[config.mk]
export PLATFORM = sky130hd
export DESIGN_NAME = alu_operand_sequencer_flat
export DESIGN_NICKNAME = d
export VERILOG_FILES = /design/src/rtl/alu_operand_sequencer_if.sv /design/src/rtl/alu_operand_sequencer.sv /design/src/flat_wrapper.sv
export SDC_FILE = /design/constraint.sdc
export NUM_CORES = 1
export LEC_CHECK = 0
export BUFFER_PORTS_ARGS = -buffer_cell sky130_fd_sc_hd__buf_2
export CAP_MARGIN = 20
export CORE_MARGIN = 4
export CORE_UTILIZATION = 44
export DETAILED_ROUTE_END_ITERATION = 10
export HOLD_SLACK_MARGIN = 0.1
export PLACE_DENSITY_LB_ADDON = 0.05
export SLEW_MARGIN = 20
export SYNTH_ARGS = -nofsm -noshare
export SYNTH_HDL_FRONTEND = slang
export SYNTH_SLANG_ARGS = --single-unit
[constraint.sdc]
create_clock -name clk -period 1.4 [get_ports clk]
set_input_delay 0.14 -clock clk [delete_from_list [all_inputs] [get_ports clk]]
set_output_delay 0.14 -clock clk [all_outputs]
set_load 0.05 [all_outputs]
[src/rtl/alu_operand_sequencer_if.sv]
// ALU-facing bus of the operand sequencer: operands/opcode/enable out, result/ready/flags back.
interface alu_operand_sequencer_if #(
    parameter int unsigned DW_IN  = 5,
    parameter int unsigned DW_OUT = 8,
    parameter int unsigned NO     = 4
);
    logic [DW_IN-1:0]  o_numberA;
    logic [DW_IN-1:0]  o_numberB;
    logic [NO-1:0]     o_control;
    logic              o_enable;
    logic [DW_OUT-1:0] i_result;
    logic              i_ready;
    logic [3:0]        i_flags;

    // Sequencer side: drives operands and enable, observes the ALU response.
    modport master (
        output o_numberA,
        output o_numberB,
        output o_control,
        output o_enable,
        input  i_result,
        input  i_ready,
        input  i_flags
    );

    // ALU side.
    modport slave (
        input  o_numberA,
        input  o_numberB,
        input  o_control,
        input  o_enable,
        output i_result,
        output i_ready,
        output i_flags
    );
endinterface

[src/rtl/alu_operand_sequencer.sv]
// ALU operand sequencer: captures A, B and opcode from a shared switch bus on three
// load presses, enables the ALU, captures result/flags or times out to ERROR.
// Optional feature macro: ALU_SEQ_DEBOUNCE_EN (adds a stable-level debouncer on i_load).
module alu_operand_sequencer #(
    parameter int unsigned DW_IN     = 5,
    parameter int unsigned DW_OUT    = 8,
    parameter int unsigned NO        = 4,
    parameter int unsigned TIMEOUT   = 15
`ifdef ALU_SEQ_DEBOUNCE_EN
    ,
    parameter int unsigned DB_CYCLES = 16
`endif
) (
    input  logic                    clk,
    input  logic                    rst,
    input  logic [DW_IN-1:0]        i_switches,
    input  logic                    i_load,
    input  logic                    i_clear,
    alu_operand_sequencer_if.master alu,
    output logic [DW_OUT-1:0]       o_result,
    output logic [3:0]              o_flags,
    output logic                    o_done,
    output logic                    o_error,
    output logic [2:0]              o_state
);

    localparam int unsigned TW = $clog2(TIMEOUT + 1);
    localparam logic [TW-1:0] TCNT_LAST = TW'(TIMEOUT - 1);

    typedef enum logic [2:0] {
        S_LOAD_A  = 3'd0,
        S_LOAD_B  = 3'd1,
        S_LOAD_OP = 3'd2,
        S_EXEC    = 3'd3,
        S_DONE    = 3'd4,
        S_ERROR   = 3'd5
    } state_t;

    state_t            state_q, state_d;
    logic [DW_IN-1:0]  numa_q, numa_d;
    logic [DW_IN-1:0]  numb_q, numb_d;
    logic [NO-1:0]     ctl_q, ctl_d;
    logic [DW_OUT-1:0] res_q, res_d;
    logic [3:0]        flg_q, flg_d;
    logic [TW-1:0]     tcnt_q, tcnt_d;
    logic              en_q, en_d;
    logic              done_q, done_d;
    logic              err_q, err_d;

    logic s1_q, s2_q, s3_q;
    logic load_p;

    // Two-flop synchroniser for the asynchronous button plus one delay stage for edge detect.
    always_ff @(posedge clk) begin
        if (rst) begin
            s1_q <= 1'b0;
            s2_q <= 1'b0;
            s3_q <= 1'b0;
        end else begin
            s1_q <= i_load;
            s2_q <= s1_q;
            s3_q <= s2_q;
        end
    end

`ifdef ALU_SEQ_DEBOUNCE_EN
    localparam int unsigned DBW = $clog2(DB_CYCLES + 1);
    localparam logic [DBW-1:0] DB_LAST = DBW'(DB_CYCLES - 1);

    logic [DBW-1:0] db_cnt_q;
    logic           db_lvl_q;
    logic           db_lvl_prev_q;

    // Debounced level follows s2 only after it has held one value for DB_CYCLES cycles.
    always_ff @(posedge clk) begin
        if (rst) begin
            db_cnt_q      <= '0;
            db_lvl_q      <= 1'b0;
            db_lvl_prev_q <= 1'b0;
        end else begin
            db_lvl_prev_q <= db_lvl_q;
            if (s2_q != s3_q) begin
                db_cnt_q <= '0;
            end else if (db_cnt_q != DB_LAST) begin
                db_cnt_q <= db_cnt_q + DBW'(1);
            end else begin
                db_lvl_q <= s2_q;
            end
        end
    end

    assign load_p = db_lvl_q & ~db_lvl_prev_q;
`else
    assign load_p = s2_q & ~s3_q;
`endif

    // Next-state and datapath update; clear overrides any press or ALU response.
    always_comb begin
        state_d = state_q;
        numa_d  = numa_q;
        numb_d  = numb_q;
        ctl_d   = ctl_q;
        res_d   = res_q;
        flg_d   = flg_q;
        tcnt_d  = tcnt_q;

        if (i_clear) begin
            state_d = S_LOAD_A;
            numa_d  = '0;
            numb_d  = '0;
            ctl_d   = '0;
            res_d   = '0;
            flg_d   = '0;
        end else begin
            case (state_q)
                S_LOAD_A: begin
                    if (load_p) begin
                        numa_d  = i_switches;
                        state_d = S_LOAD_B;
                    end
                end
                S_LOAD_B: begin
                    if (load_p) begin
                        numb_d  = i_switches;
                        state_d = S_LOAD_OP;
                    end
                end
                S_LOAD_OP: begin
                    if (load_p) begin
                        ctl_d   = i_switches[NO-1:0];
                        tcnt_d  = '0;
                        state_d = S_EXEC;
                    end
                end
                S_EXEC: begin
                    // Presses here are dropped; only ready or terminal count leave EXEC.
                    if (alu.i_ready) begin
                        res_d   = alu.i_result;
                        flg_d   = alu.i_flags;
                        state_d = S_DONE;
                    end else if (tcnt_q == TCNT_LAST) begin
                        state_d = S_ERROR;
                    end else begin
                        tcnt_d = tcnt_q + TW'(1);
                    end
                end
                S_DONE: begin
                    // A press here starts the next sequence by capturing operand A.
                    if (load_p) begin
                        numa_d  = i_switches;
                        state_d = S_LOAD_B;
                    end
                end
                S_ERROR: begin
                    if (load_p) begin
                        state_d = S_LOAD_A;
                    end
                end
                default: begin
                    state_d = S_LOAD_A;
                end
            endcase
        end

        en_d   = (state_d == S_EXEC);
        done_d = (state_d == S_DONE);
        err_d  = (state_d == S_ERROR);
    end

    // State and datapath registers; reset has priority over clear and presses.
    always_ff @(posedge clk) begin
        if (rst) begin
            state_q <= S_LOAD_A;
            numa_q  <= '0;
            numb_q  <= '0;
            ctl_q   <= '0;
            res_q   <= '0;
            flg_q   <= '0;
            tcnt_q  <= '0;
            en_q    <= 1'b0;
            done_q  <= 1'b0;
            err_q   <= 1'b0;
        end else begin
            state_q <= state_d;
            numa_q  <= numa_d;
            numb_q  <= numb_d;
            ctl_q   <= ctl_d;
            res_q   <= res_d;
            flg_q   <= flg_d;
            tcnt_q  <= tcnt_d;
            en_q    <= en_d;
            done_q  <= done_d;
            err_q   <= err_d;
        end
    end

    assign alu.o_numberA = numa_q;
    assign alu.o_numberB = numb_q;
    assign alu.o_control = ctl_q;
    assign alu.o_enable  = en_q;
    assign o_result      = res_q;
    assign o_flags       = flg_q;
    assign o_done        = done_q;
    assign o_error       = err_q;
    assign o_state       = state_q;

endmodule

[src/flat_wrapper.sv]
// flat-port wrapper written by rule: the top's interface ports become plain ports
module alu_operand_sequencer_flat 
#(
    parameter int unsigned DW_IN     = 5,
    parameter int unsigned DW_OUT    = 8,
    parameter int unsigned NO        = 4,
    parameter int unsigned TIMEOUT   = 15

)
  (clk, rst, i_switches, i_load, i_clear, o_result, o_flags, o_done, o_error, o_state, alu_o_numberA, alu_o_numberB, alu_o_control, alu_o_enable, alu_i_result, alu_i_ready, alu_i_flags);
  alu_operand_sequencer_if #(.DW_IN(DW_IN), .DW_OUT(DW_OUT), .NO(NO)) alu_i ();
  input  logic clk;
  input  logic rst;
  input  logic [DW_IN-1:0] i_switches;
  input  logic i_load;
  input  logic i_clear;
  output logic [DW_OUT-1:0] o_result;
  output logic [3:0] o_flags;
  output logic o_done;
  output logic o_error;
  output logic [2:0] o_state;
  output wire logic [$bits(alu_i.o_numberA)-1:0] alu_o_numberA;
  output wire logic [$bits(alu_i.o_numberB)-1:0] alu_o_numberB;
  output wire logic [$bits(alu_i.o_control)-1:0] alu_o_control;
  output wire logic [$bits(alu_i.o_enable)-1:0] alu_o_enable;
  input wire logic [$bits(alu_i.i_result)-1:0] alu_i_result;
  input wire logic [$bits(alu_i.i_ready)-1:0] alu_i_ready;
  input wire logic [$bits(alu_i.i_flags)-1:0] alu_i_flags;
  assign alu_o_numberA = alu_i.o_numberA;
  assign alu_o_numberB = alu_i.o_numberB;
  assign alu_o_control = alu_i.o_control;
  assign alu_o_enable = alu_i.o_enable;
  assign alu_i.i_result = alu_i_result;
  assign alu_i.i_ready = alu_i_ready;
  assign alu_i.i_flags = alu_i_flags;
  alu_operand_sequencer #(.DW_IN(DW_IN), .DW_OUT(DW_OUT), .NO(NO), .TIMEOUT(TIMEOUT)) u_core (.clk(clk), .rst(rst), .i_switches(i_switches), .i_load(i_load), .i_clear(i_clear), .alu(alu_i), .o_result(o_result), .o_flags(o_flags), .o_done(o_done), .o_error(o_error), .o_state(o_state));
endmodule
==> results of run 1 <==
## worst min-delay path by stage
stage | start | to | slack (ns) | depth (start not counted)
after floorplan | i_load | u_core.s1_q | 0.27 | 1
final | rst | u_core.tcnt_q[3] | 0.14 | 3
after detailed placement | i_load | u_core.s1_q | 0.36 | 2
after global placement | i_load | u_core.s1_q | 0.36 | 2
after global routing | rst | u_core.tcnt_q[3] | 0.14 | 3
after CTS | rst | u_core.tcnt_q[2] | 0.13 | 3
## through the flow
step	cell area [um^2]	util
after global routing	2240	0.661
after CTS	2160	0.638
after global placement	1930	0.569
after floorplan	1570	-
after detailed placement	1930	0.569
final	2240	0.661
## timing repair
action                                  4_1_cts  5_1_grt
gates resized for setup                       0       15
endpoints found under the hold margin        27        0
buffers inserted                              0        4
endpoints found under the setup margin        0       20
hold buffers                                 18        0
## worst max-delay path, stage by stage, from the launching register on
cell     delay [ns]
dfxtp_2        0.35
inv_2          0.05
ha_4           0.16
a31oi_4        0.22
nand3_2        0.07
or3_4          0.37
a21oi_2        0.11
## cell usage in the layout, fill, tap and decap left out, types with 2 or more instances in the layout
cell,netlist,final
nand2_1,27,27
buf_2,4,53
or3_4,1,2
dlygate4sd3_1,0,18
dfxtp_1,39,33
clkbuf_4,0,5
a31oi_1,2,2
dfxtp_2,0,5
a21oi_1,15,14
nor2b_1,4,4
o21ai_1,1,3
nor3_1,2,2
buf_4,0,14
nand3_1,4,3
nand2b_1,3,3
inv_1,4,3
nor2_1,20,20
mux2i_1,14,14
## metal layers
layer / vias to the layer above / global-route usage / wire (um)
met5: - / 0 / 0
met4: 0 / 0.0734 / 56
met3: 7 / 0.0416 / 216
met2: 36 / 0.313 / 1860
met1: 637 / 0.191 / 1580
li1: 745 / - / -
## kinds of logic (layout without fill, tap and decap cells)
group | count (synthesis) | after routing
flip-flops | 39 | 39
buffers and inverters | 12 | 97
AND/OR/NAND/NOR | 76 | 76
multiplexers | 14 | 14
adder cells (fa/ha/maj) | 2 | 2
AO/OA/AOI/OAI | 27 | 27
## report_power, final
| group | switching [mW] | internal, mW | total (mW) |
|---|---|---|---|
| clock network | 0.357 | 0.194 | 0.551 |
| registers | 0.00363 | 1.11 | 1.12 |
| logic | 0.0718 | 0.0818 | 0.154 |
## state kept, by name (all words and copies together) (netlist names), 3 cells and up
signal	cells
u_core.alu.o_control	4
u_core.alu.o_numberA	5
u_core.alu.o_numberB	5
u_core.o_flags	4
u_core.o_result	8
u_core.o_state	3
u_core.tcnt_q	4
## area by class of cell
type / count / area (um^2)
Clock buffer: 6 / 41.3
Clock inverter: 2 / 12.5
Fill cell: 296 / 1150
Inverter: 4 / 15.0
Multi-Input combinational cell: 119 / 773
Sequential cell: 39 / 791
Tap cell: 46 / 57.6
Timing Repair Buffer: 85 / 551
==> flow_metrics.env, run 1 <==
export IMPL_drtPass1Iterations=4
export IMPL_setup_viol=0
export IMPL_dp_cells=271
export IMPL_crit_path_end_kind="flop"
export IMPL_cts_tree="built"
export IMPL_fin_tns_setup_ns=0
export IMPL_place_ws_ns=0.0230
export IMPL_wl_mm=3.71
export IMPL_worst_pin_slew_ns=0.389
export IMPL_r2r_slack_ns=0.01
export IMPL_diodes=0
export IMPL_dr_total_vias=1425
export IMPL_grt_ovfl_total=0
export IMPL_hpwl_mm=2.67
export IMPL_synthAdderAreaFrac=0.0160
export IMPL_netlist_area_um2=1570
export IMPL_layout_drive_gt1_share=0.369
export IMPL_hold_path_class="in2reg"
export IMPL_clkTransAtPathRegs_ns=0.10
export IMPL_wire_per_inst_um=12.3
export IMPL_max_freq_ghz=0.721
export IMPL_grt_pass1_wl_mm=5.97
export IMPL_synth_top_area_frac=0.498
export IMPL_syn_to_final_growth_pct=43.1
export IMPL_synth_main_ff_cell="dfxtp_1"
export IMPL_critPathCapture="u_core.tcnt_q[3]"
export IMPL_grt_max_degree=28
export IMPL_yosys_top_cells_count="39 x dfxtp_1, 27 x nand2_1, 20 x nor2_1"
export IMPL_htreeDepth=2
export IMPL_final_net_count=278
export IMPL_powerDensity_nw_per_um2=813
export IMPL_outcome="completed"
export IMPL_critPathKind="reg2reg"
export IMPL_worst_hold_slack_ns=0.143
export IMPL_synthMuxAreaShare=0.0895
export IMPL_die_area_um2=4580
export IMPL_fin_worst_skew_ns=0.00704
export IMPL_synth_largest_area_cell="dfxtp_1"
export IMPL_ys_ff_latch=39
export IMPL_drtIter0Drc=60
export IMPL_drc=0
export IMPL_synth_compound_area_frac=0.109
export IMPL_synth_top_family_by_area="simple AND/OR/NAND/NOR gates"
export IMPL_ant_nets=0
export IMPL_critPathLaunchType="flop"
export IMPL_die_y_um=67.7
export IMPL_synthSimpleGateAreaFrac=0.251
export IMPL_synth_edf_count=0
export IMPL_syn_avg_cell_area_um2=9.21
export IMPL_synth_most_common_cell="dfxtp_1"
export IMPL_maxSlewViolCount=0
export IMPL_syn_num_nets=194
export IMPL_r2r_cells=6
export IMPL_critPathRequiredTime_ns=1.68
export IMPL_synth_area_top_cells="dfxtp_1 50%, mux2i_1 8.9%, nand2_1 6.5%"
export IMPL_grt_setup_unrepaired="yes"
export IMPL_max_cap_violations=0
export IMPL_critical_path_startpoint="u_core.tcnt_q[0]"
export IMPL_crit_arrival_ns=1.67
export IMPL_cts_root_buf="clkbuf_4"
export IMPL_clock_path_buffers=2
export IMPL_finalPower_mw=1.82
export IMPL_io_pins=54
export IMPL_synth_xor_area_frac=0
export IMPL_timing_rr_end="u_core.tcnt_q[3]"
export IMPL_hold_violations=0
export IMPL_synth_distinct_cells=37
export IMPL_period_needed_ns=1.39
export IMPL_synthCells=170
export IMPL_ir_worst_vdd_uv=655
export IMPL_clock_sinks=39
export IMPL_ys_async_sr_fraction=0
export IMPL_crit_path_max_fanout=4
export IMPL_initial_core_util=0.462
export IMPL_row_count=21
export IMPL_r2r_start="u_core.tcnt_q[0]"
export IMPL_ys_warnings_count=0
export IMPL_gp_congestion=0.754
export IMPL_vias_per_cell=4.73
export IMPL_groute_usage_overall=0.174
export IMPL_finalWorstSetupSlack_ns=0.0130
export IMPL_antenna_found_initial=0
export IMPL_cts_made_buffers=5
export IMPL_fin_crit_sh=0.991
export IMPL_port_buffers=53
export IMPL_slew_limit_headroom=0.740
export IMPL_p_leak_nw=1.04
export IMPL_core_area_um2=3390
export IMPL_grt_pass1_vias=1403
export IMPL_die_w_um=67.7
export IMPL_insertion_delay_ns=0.34
export IMPL_fin_cells=301
export IMPL_yosysSeqAreaShare=0.498
Note: power is estimated with default switching activity, not from simulation.
==> run 2, diff against run 1 <==
--- a/config.mk
+++ b/config.mk
@@ -7,7 +7,7 @@
 export LEC_CHECK = 0
 export BUFFER_PORTS_ARGS = -buffer_cell sky130_fd_sc_hd__buf_2
 export CAP_MARGIN = 20
-export CORE_MARGIN = 4
+export CORE_MARGIN = 2
 export CORE_UTILIZATION = 44
 export DETAILED_ROUTE_END_ITERATION = 10
 export HOLD_SLACK_MARGIN = 0.1
==> flow_metrics.env, run 2 (synthesis gave the netlist of run 1 again) <==
export IMPL_clkTransAtPathRegs_ns=0.11
export IMPL_layout_drive_gt1_share=0.354
export IMPL_drtIter0Drc=46
export IMPL_ir_worst_vdd_uv=581
export IMPL_insertion_delay_ns=0.34
export IMPL_fin_worst_skew_ns=0.0102
export IMPL_clock_path_buffers=2
export IMPL_io_pins=54
export IMPL_grt_max_degree=28
export IMPL_multiInputGateArea_um2=771
export IMPL_critPathKind="reg2reg"
export IMPL_max_cap_violations=0
export IMPL_ff_latch_area_um2=791
export IMPL_cp_slowest_cell="or3b_1"
export IMPL_port_buffers=53
export IMPL_critPathLaunchType="flop"
export IMPL_fin_tns_setup_ns=0
export IMPL_cts_tree="built"
export IMPL_syn_to_final_growth_pct=42.4
export IMPL_place_ws_ns=-0.000380
export IMPL_htreeDepth=2
export IMPL_grt_pass1_vias=1439
export IMPL_drc=0
export IMPL_max_freq_ghz=0.739
export IMPL_finalWorstSetupSlack_ns=0.0474
export IMPL_cp_cell_sequence="or3b_1, a221o_1, nor2b_1"
export IMPL_drtPass1Iterations=4
export IMPL_largest_register_ffs=8
export IMPL_wl_mm=3.67
export IMPL_most_common_layout_cells="53 x buf_2, 33 x dfxtp_1, 27 x nand2_1, 20 x nor2_1, 18 x dlygate4sd3_1"
export IMPL_final_area_um2=2230
export IMPL_cpPeakStageDelay_ns=0.40
export IMPL_initial_core_util=0.462
export IMPL_antenna_found_initial=0
export IMPL_finalPower_mw=1.82
export IMPL_powerDensity_nw_per_um2=816
export IMPL_ant_nets=0
export IMPL_hold_violations=0
export IMPL_outcome="completed"
export IMPL_grt_pass1_wl_mm=6.16
export IMPL_worst_pin_slew_ns=0.365
export IMPL_clock_sinks=39
export IMPL_critPathRequiredTime_ns=1.65
export IMPL_final_net_count=277
export IMPL_grt_ovfl_total=0
export IMPL_fin_cells=300
export IMPL_groute_usage_overall=0.196
export IMPL_dp_cells=270
export IMPL_row_count=21
export IMPL_crit_path_end_kind="flop"
export IMPL_die_w_um=63.7
export IMPL_slew_limit_headroom=0.756
export IMPL_layout_commonest_cell="buf_2"
export IMPL_fin_util=0.658
export IMPL_crit_arrival_ns=1.60
export IMPL_grt_setup_unrepaired="yes"
export IMPL_die_area_um2=4050
export IMPL_p_leak_nw=1.06
export IMPL_dr_total_vias=1458
export IMPL_die_y_um=63.7
export IMPL_period_needed_ns=1.35
export IMPL_wire_per_inst_um=12.2
export IMPL_core_area_um2=3390
export IMPL_cts_root_buf="clkbuf_4"
export IMPL_cts_made_buffers=5
export IMPL_path_delay_family="simple AND/OR/NAND/NOR gates"
export IMPL_diodes=0
export IMPL_worst_hold_slack_ns=0.138
export IMPL_fillers=299
export IMPL_vias_per_cell=4.86
export IMPL_crit_path_max_fanout=4
export IMPL_gp_congestion=0.776
export IMPL_hpwl_mm=2.55
export IMPL_maxSlewViolCount=0
export IMPL_cp_num_buf_inv=0
export IMPL_hold_path_class="in2reg"
export IMPL_setup_viol=0
export IMPL_r2r_slack_ns=0.05
export IMPL_fin_crit_sh=0.966
export IMPL_dpl_instance_area_um2=1920
-- run 2: report_power, final --
group / internal [mW] / switching, mW / leakage [nW]
sequential: 1.11 / 0.00394 / 0.318
combinational: 0.0828 / 0.0715 / 0.710
clock: 0.194 / 0.355 / 0.0282
-- run 2: worst reg2reg max path, delay by kind of cell, from the launching register on --
family | cells | cell delay (ns)
AOI/OAI and AO/OA | 1 | 0.37
DFF | 1 | 0.34
and+or+nand+nor | 2 | 0.55
-- run 2: timing repair --
item                                    in CTS  in global routing
pin swaps                                    5                  4
setup buffers                                1                  3
hold endpoints to repair                    27                  0
endpoints found under the setup margin       1                 12
gates resized for setup                      2                  9
hold buffers                                18                  0
-- run 2: final cells by class --
| cell class | count | share of cell area |
|---|---|---|
| repair buffers | 84 | 0.243 |
| inverters | 4 | 0.00673 |
| well taps | 46 | 0.0258 |
| clock buffers | 6 | 0.0185 |
| clock inverters | 2 | 0.00561 |
| multi-input cells | 119 | 0.345 |
| flip-flops and latches | 39 | 0.354 |
-- run 2: per-layer routing --
metal	up-vias	GRT usage	wire [um]
li1	743	-	-
met1	665	0.214	1600
met2	46	0.357	1780
met3	4	0.0536	247
met4	0	0.0734	41
met5	-	0	0
-- run 2: final timing paths --
kind | startpoint | to | depth (start not counted)
max | u_core.o_state[0] | u_core.o_done | 3
min | rst | u_core.o_state[0] | 3
min reg2reg | u_core.s1_q | u_core.s2_q | 1
max reg2reg | u_core.o_state[0] | u_core.o_done | 3
